==> src/rtl/mac_seq_ctrl.sv <==
// Job sequencer for one mac_block: takes a command, streams operand beats into the
// MAC, waits out its output register and returns the result on a valid/ready channel.
module mac_seq_ctrl #(
  parameter int unsigned MIN_W  = 8,
  parameter int unsigned ACC_W  = 32,
  parameter int unsigned CONF_W = 3,
  parameter int unsigned LEN_W  = 8
) (
  input  logic                    clk,
  input  logic                    rst,
  input  logic                    cmd_valid,
  output logic                    cmd_ready,
  input  logic [1:0]              cmd_mode,
  input  logic                    cmd_acc,
  input  logic [ACC_W-1:0]        cmd_init,
  input  logic [LEN_W-1:0]        cmd_len,
  input  logic                    op_valid,
  output logic                    op_ready,
  input  logic [MIN_W-1:0]        op_a,
  input  logic [MIN_W-1:0]        op_b,
  input  logic [MIN_W-1:0]        op_dual,
  input  logic [MIN_W-1:0]        op_q1,
  input  logic [MIN_W-1:0]        op_q2,
  output logic                    mac_en,
  output logic                    mac_clr,
  output logic [MIN_W-1:0]        mac_a,
  output logic [MIN_W-1:0]        mac_b,
  output logic [MIN_W-1:0]        mac_dual,
  output logic [MIN_W-1:0]        mac_q1,
  output logic [MIN_W-1:0]        mac_q2,
  output logic [ACC_W+CONF_W-1:0] mac_cfg,
  input  logic [ACC_W-1:0]        mac_c,
  output logic                    res_valid,
  input  logic                    res_ready,
  output logic [ACC_W-1:0]        res_data,
  output logic                    res_err,
  input  logic                    abort,
  output logic                    busy
);

  localparam int unsigned CFG_W = ACC_W + CONF_W;

  localparam logic [2:0] S_IDLE  = 3'd0;
  localparam logic [2:0] S_LOAD  = 3'd1;
  localparam logic [2:0] S_RUN   = 3'd2;
  localparam logic [2:0] S_DRAIN = 3'd3;
  localparam logic [2:0] S_DONE  = 3'd4;

  logic [2:0]       state_q, state_d;
  logic [LEN_W-1:0] cnt_q, cnt_d;
  logic [CFG_W-1:0] cfg_q, cfg_d;
  logic             err_q, err_d;
  logic [ACC_W-1:0] res_data_q, res_data_d;
  logic [CONF_W-1:0] conf;
  logic             cfg_acc;
  logic [ACC_W-1:0] cfg_init;

  // Config field layout: acc in the top bit, zero padding, mode in the low two bits.
  assign cfg_acc  = cfg_q[CONF_W-1];
  assign cfg_init = cfg_q[CFG_W-1:CONF_W];

  always_comb begin
    state_d    = state_q;
    cnt_d      = cnt_q;
    cfg_d      = cfg_q;
    err_d      = err_q;
    res_data_d = res_data_q;
    conf       = '0;
    case (state_q)
      S_IDLE: begin
        if (cmd_valid) begin
          conf[1:0]        = (cmd_mode == 2'b11) ? 2'b00 : cmd_mode;
          conf[CONF_W-1]   = cmd_acc;
          cfg_d            = {cmd_init, conf};
          cnt_d            = cmd_len;
          err_d            = (cmd_mode == 2'b11);
          state_d          = S_LOAD;
        end
      end
      S_LOAD: begin
        // Empty job never touches the MAC, so the result is formed here.
        if (cnt_q == '0) begin
          res_data_d = cfg_acc ? cfg_init : '0;
          state_d    = S_DONE;
        end else begin
          state_d    = S_RUN;
        end
      end
      S_RUN: begin
        if (op_valid) begin
          cnt_d = cnt_q - LEN_W'(1);
          if (cnt_q == LEN_W'(1)) state_d = S_DRAIN;
        end
      end
      S_DRAIN: begin
        res_data_d = mac_c;
        state_d    = S_DONE;
      end
      S_DONE: begin
        if (res_ready) state_d = S_IDLE;
      end
      default: state_d = S_IDLE;
    endcase
    // Cancel wins over everything; any partial result is dropped.
    if (abort && (state_q != S_IDLE)) begin
      state_d    = S_IDLE;
      cnt_d      = '0;
      res_data_d = res_data_q;
    end
  end

  always_ff @(posedge clk or negedge rst) begin
    if (!rst) begin
      state_q    <= S_IDLE;
      cnt_q      <= '0;
      cfg_q      <= '0;
      err_q      <= 1'b0;
      res_data_q <= '0;
    end else begin
      state_q    <= state_d;
      cnt_q      <= cnt_d;
      cfg_q      <= cfg_d;
      err_q      <= err_d;
      res_data_q <= res_data_d;
    end
  end

  assign cmd_ready = (state_q == S_IDLE);
  assign busy      = (state_q != S_IDLE);
  assign op_ready  = (state_q == S_RUN);
  assign mac_en    = (state_q == S_RUN) && op_valid && !abort;
  assign mac_clr   = (state_q == S_LOAD);
  assign res_valid = (state_q == S_DONE);
  assign res_data  = res_data_q;
  assign res_err   = err_q;
  assign mac_cfg   = cfg_q;

  // Operands are only presented to the MAC while beats are being streamed.
  assign mac_a    = (state_q == S_RUN) ? op_a    : '0;
  assign mac_b    = (state_q == S_RUN) ? op_b    : '0;
  assign mac_dual = (state_q == S_RUN) ? op_dual : '0;
  assign mac_q1   = (state_q == S_RUN) ? op_q1   : '0;
  assign mac_q2   = (state_q == S_RUN) ? op_q2   : '0;

endmodule

==> config.mk <==
export PLATFORM = sky130hd
export DESIGN_NAME = mac_seq_ctrl
export DESIGN_NICKNAME = d
export VERILOG_FILES = /design/src/rtl/mac_seq_ctrl.sv
export SDC_FILE = /design/constraint.sdc
export NUM_CORES = 1
export LEC_CHECK = 0
export BUFFER_PORTS_ARGS = -buffer_cell sky130_fd_sc_hd__buf_2
export CORE_MARGIN = 4
export CORE_UTILIZATION = 40
export DETAILED_ROUTE_END_ITERATION = 6
export PLACE_DENSITY = 0.77
export SYNTH_ARGS = -nofsm -noshare
export SYNTH_HDL_FRONTEND = slang
export SYNTH_SLANG_ARGS = --single-unit
==> constraint.sdc <==
create_clock -name clk -period 1.75 [get_ports clk]
set_input_delay 0.525 -clock clk [delete_from_list [all_inputs] [get_ports clk]]
set_output_delay 0.525 -clock clk [all_outputs]
set_load 0.01 [all_outputs]
==> Yosys cells after proc, flatten, opt, wreduce, memory -nomap -nowiden <==
Index checks and enable logic that the tools add are counted.
W data, S select, Z words.
{ "word_totals": {"wordCells": 51, "input_bits": 121, "ff_bits": 79, "output_inout_bits": 114} }
{ "op_classes": {"eq_ne": 11, "add_sub_neg": 1, "n_bitwise": 1, "n_reduce_logical": 13, "muxes": 20} }
{ "op_table": {"columns": ["cell", "n"], "rows": [
  ["$mux W32", 2],
  ["$mux W8", 8],
  ["$pmux W32 S2", 1],
  ["$mux W3", 6],
  ["$pmux W8 S2", 1],
  ["$pmux W3 S5", 1],
  ["$eq A8 B1 Y1 const B", 1],
  ["$logic_not A8 Y1", 1],
  ["$sub A8 B1 Y8 const B", 1],
  ["$eq A3 B2 Y1 const B", 2],
  ["$ne A3 B1 Y1 const B", 2],
  ["$ne A3 B2 Y1 const B", 2],
  ["$reduce_and A3 Y1", 2],
  ["$reduce_bool A3 Y1", 2],
  ["$reduce_and A4 Y1", 1],
  ["$eq A3 B1 Y1 const B", 1],
  ["$eq A3 B3 Y1 const B", 1],
  ["$logic_and A1 B1 Y1", 3],
  ["$logic_not A3 Y1", 1],
  ["$eq A2 B2 Y1 const B", 1],
  ["$mux W2", 1],
  ["$ne A2 B1 Y1 const B", 1],
  ["$reduce_and A2 Y1", 1],
  ["$reduce_bool A2 Y1", 1],
  ["other kinds (2)", 2]
]} }

==> Depth between registers and ports, before layout <==
{ "logic_depth": {"word_depth": 5, "mapped_depth": 7, "mapped_depth_nobuf": 6} }

==> Worst setup path before layout <==
Ideal clock, no wire load.
{ "synth_path": {"path_kind": "reg-to-output", "start": "register state_q[1]", "end": "output port mac_q1[5]", "required_ps": 1225, "path_buffers": 2, "path_slack_ps": -215, "stages_incl_launch_ff": 6, "arrival_ps": 1440, "cell_sequence": "dfrtp_1 -> or3b_1 -> buf_2 -> inv_2 -> clkbuf_1 -> and2_1"} }
{ "synth_between": {"elab_chain_cells": 2} }
{ "synth_rtl": {"columns": ["item", "line_no", "text"], "rows": [
  ["from (decl)", "49", "logic [2:0] state_q, state_d;"],
  ["from (signal assigned)", "120", "state_q <= state_d;"],
  ["$eq A3 B2 Y1", null, null],
  ["named net op_ready", "18", "output logic op_ready,"],
  ["$mux W8", "142", "assign mac_q1 = (state_q == S_RUN) ? op_q1 : '0;"],
  ["to (decl)", "29", "output logic [MIN_W-1:0] mac_q1,"]
]} }
The timed path passes the listed nets, and every way through them passes these cells.

==> Final worst setup path <==
{ "layout_path": {"start": "register state_q[0]", "end": "output port mac_q1[2]"} }
{ "layout_between": {"elab_chain_cells": 2} }
{ "layout_rtl": {"columns": ["item", "line_no"], "rows": [
  ["$eq A3 B2 Y1", "142"],
  ["$mux W8", "142"]
]} }
Every way passes these cells.

==> results.cfg <==
[run_status]
status = finished with violations
failed_checks = setup timing

[synth]
netlist-cell-type-count = 40
synth_top_area_frac = 0.486
post_synth_top_flop = dfrtp_1
yosys_warnings = 0
ys_ff_latch = 79
synth_enable_flop_cells = 0
synth_compound_gate_area_share = 0.0948
post_synth_net_total = 519
ys_top_cells_by_count = dfrtp_1, nand2_1, mux2_2
synth.yosys.seq_area_share = 0.486
synthArstFlopShare = 1.00
synth_xor_xnor_area_share = 0
main_combinational_cell_family_by_area_after_synthesis = simple AND/OR/NAND/NOR gates
yosys.area_share.simple = 0.186
synthesis.area_per_instance_sq_um = 10.3
synth.mux.area_fraction = 0.183
number_of_cells_produced_by_synthesis = 396
cell_area_after_synthesis_sq_um = 4060
synthTopCellsByArea = dfrtp_1, mux2_2, and2_1
synthDominantAreaCellType = dfrtp_1
adder_cell_share_of_the_synthesized_area = 0.00616
synth.most_common_cell = dfrtp_1

[setup_path]
timing.reg2reg.worst_path_depth = 9
worstPathMaxFanout = 42
timing.critical_path.from = state_q[0]$_DFFE_PN0P_
critical-path-slowest-cell = or3b_4
critical_path.endpoint = mac_q1[2]
r2r_end = res_data[22]$_DFFE_PN0P_
cp_top_family = simple AND/OR/NAND/NOR gates
path_length_in_cells_of_the_critical_path = 4
cp_cell_sequence = or3b_4, inv_12, and2_4, buf_2
worstPathArrival_ns = 1.65
critical_path_source_type = flop
endpoint_kind = output port
critPathRequiredTime_ns = 1.22
longest_individual_stage_delay_on_the_worst_path_ns = 0.44
critical_path.n_buffers_inverters = 2
criticalPathCategory = flop to output port
reg2reg_slack_ns = -0.18
regToRegStartpoint = cnt_q[1]$_DFFE_PN0P_

[pwr]
leakage_nw = 3.38
sw_frac_of_total = 0.383
share_comb_of_total_power = 0.585
relative_contribution_of_the_clock_network_to_total_power = 0.121
power.share.sequential = 0.294
power.ir.vdd_worst_uv = 977
power_switching_mw = 4.34
powerDensity_nw_per_um2 = 1690
intPower_mw = 6.98

[timing]
slew-limit-headroom = 0.653
layout_min_cycle_time_ns = 2.18
f_max_ghz = 0.460
finalSetupViolations = 79
fin_hold_ws_ns = 0.0925
tightestPinTransition_ns = 0.513
final-hold-violation-count = 0
final.period_utilization = 1.24
fin_worst_skew_ns = 0.0130
max_slew_vio_count = 0
worst_slack_ns = -0.425
rsz0062_at_grt = yes

[detailed_routing]
num_vias = 4124
drt_pre_antenna_iters = 4
route.detailed.drc = 0
via_per_inst = 5.12
wl_per_cell_um = 18.1
antenna_violating_nets_post_route = 0
finalWirelength_um = 14600
drt-initial-drc-count = 193

[min_path]
hp-class = input port to async pin

[global_routing]
grt_overflow_total = 0
grt_max_degree = 43
grtUsageTotal = 0.243
antenna_found_initial = 0
wire_length_of_the_first_global_routing_pass_um = 21700
number_of_global_route_vias_before_repair = 4266

[clock_network]
ctsRootBufferMaster = clkbuf_8
cts-hold-fix-buffers = 0
worst_skew_pair_latency_ns = 0.35
path_clk_slew_ns = 0.09
cts_inserted_buffers = 9
cts.path.max_buffers = 2
ctsHtreeMaxLevel = 3
cts_tree = done
clock-sinks = 79

[cells_and_area]
diodes = 0
finish.net_count = 791
layout-area-overhead-vs-synth_pct = 65.3
post_layout_nonfiller_instances = 806
final_core_util = 0.684
layout-drive-gt1-share = 0.634

[floorplan]
chipWidth_um = 109
initial_core_util = 0.414
die_area_sq_um = 11800
placement_rows = 36
fp.dieH_um = 109
floorplan.core_area_sq_um = 9820
ioPinCount = 235

[placed_design]
port_buffers = 234
dpl.hpwl_um = 9960
dp_cells = 763
globalplace.congestion = 0.874
dpl_worst_slack_ns = -0.204

[job]
maxCapViolCount = 0
[cell type report]
type | instances | area (sq um)
clock buffers | 11 | 131
inverters | 8 | 42.5
clock inverters | 5 | 57.6
repair buffers | 289 | 2120
flip-flops and latches | 79 | 1980
fillers | 738 | 3100
multi-input cells | 281 | 2220
well taps | 133 | 166
[layout by cell type (no fill, tap or decap), types with 3 or more instances in the layout]
cell type / Yosys / routed
nor3b_4: 0 / 3
nand2_1: 66 / 65
nand3b_1: 3 / 3
buf_16: 0 / 5
buf_12: 0 / 7
o21ai_0: 45 / 36
and2_4: 0 / 39
nor3_1: 5 / 4
buf_6: 4 / 48
mux2_2: 64 / 33
o31ai_1: 7 / 7
o21ai_1: 0 / 8
buf_8: 0 / 4
dfrtp_1: 79 / 79
inv_1: 7 / 5
nor2_1: 9 / 9
a21oi_1: 10 / 9
buf_2: 6 / 195
mux2_4: 0 / 32
clkbuf_8: 0 / 9
buf_4: 2 / 28
[state kept, by name, summed over array words and instances, names as in the netlist]
signal    cells
res_err       1
cnt_q         8
res_data     32
state_q       3
mac_cfg      35
[logic make-up (layout without fill, tap and decap cells)]
family                   count (synthesis)  after routing
AND/OR/NAND/NOR                        144            144
buffers and inverters                   36            313
flip-flops                              79             79
multiplexers                            66             66
adder cells (fa/ha/maj)                  2              2
AO/OA/AOI/OAI                           69             69
[worst register-to-register path, stage by stage, from the launching register on]
cell and delay, ns:
dfrtp_1 0.40, inv_2 0.08, ha_4 0.14, nor3b_4 0.22, a21oi_2 0.11, nor3_4 0.20, buf_4 0.14, buf_6 0.11
buf_12 0.13, mux2_4 0.30
[metal layers]
layer	part of all wire	vias to the layer above	track usage
li1	-	1900	-
met1	0.36	1987	0.259
met2	0.51	218	0.441
met3	0.10	19	0.0829
met4	0.026	0	0.0938
met5	0	-	0
[power groups by stage]
stage	Sequential [mW]	Clock [mW]	Combinational, mW
global placement	3.25	0	5.12
detailed placement	3.30	0	5.26
floorplan	3.64	0	2.84
finish	3.32	1.37	6.62
global route	3.45	1.49	7.11
CTS	3.31	1.39	6.44
[through the flow]
stage,setup TNS [ns],total power [mW],instance area (sq um)
finish,-22.82,11.3,6720
global route,-28.96,12.1,6720
CTS,-22.47,11.1,6620
detailed placement,-11.31,8.56,5670
global placement,-8.19,8.37,5670
floorplan,-6.63,6.48,4250
[timing repair]
| action | 4_1_cts | 5_1_grt |
|---|---|---|
| endpoints found under the setup margin | 79 | 106 |
| buffers inserted | 16 | 7 |
| resized for setup | 112 | 14 |
| pin swaps | 6 | 4 |
| cloned | 7 | 1 |
[worst min path at each step]
| stage | to | slack (ns) |
|---|---|---|
| 4_1_cts | mac_cfg[26]$_DFFE_PN0P_ | 0.09 |
| 3_3_place_gp | mac_cfg[18]$_DFFE_PN0P_ | 0.47 |
| 5_1_grt | mac_cfg[10]$_DFFE_PN0P_ | 0.09 |
| 6_report | mac_cfg[32]$_DFFE_PN0P_ | 0.09 |
| 2_1_floorplan | cnt_q[0]$_DFFE_PN0P_ | 0.23 |
| 3_5_place_dp | mac_cfg[18]$_DFFE_PN0P_ | 0.48 |
No activity file was read; power rests on OpenSTA's default activity.
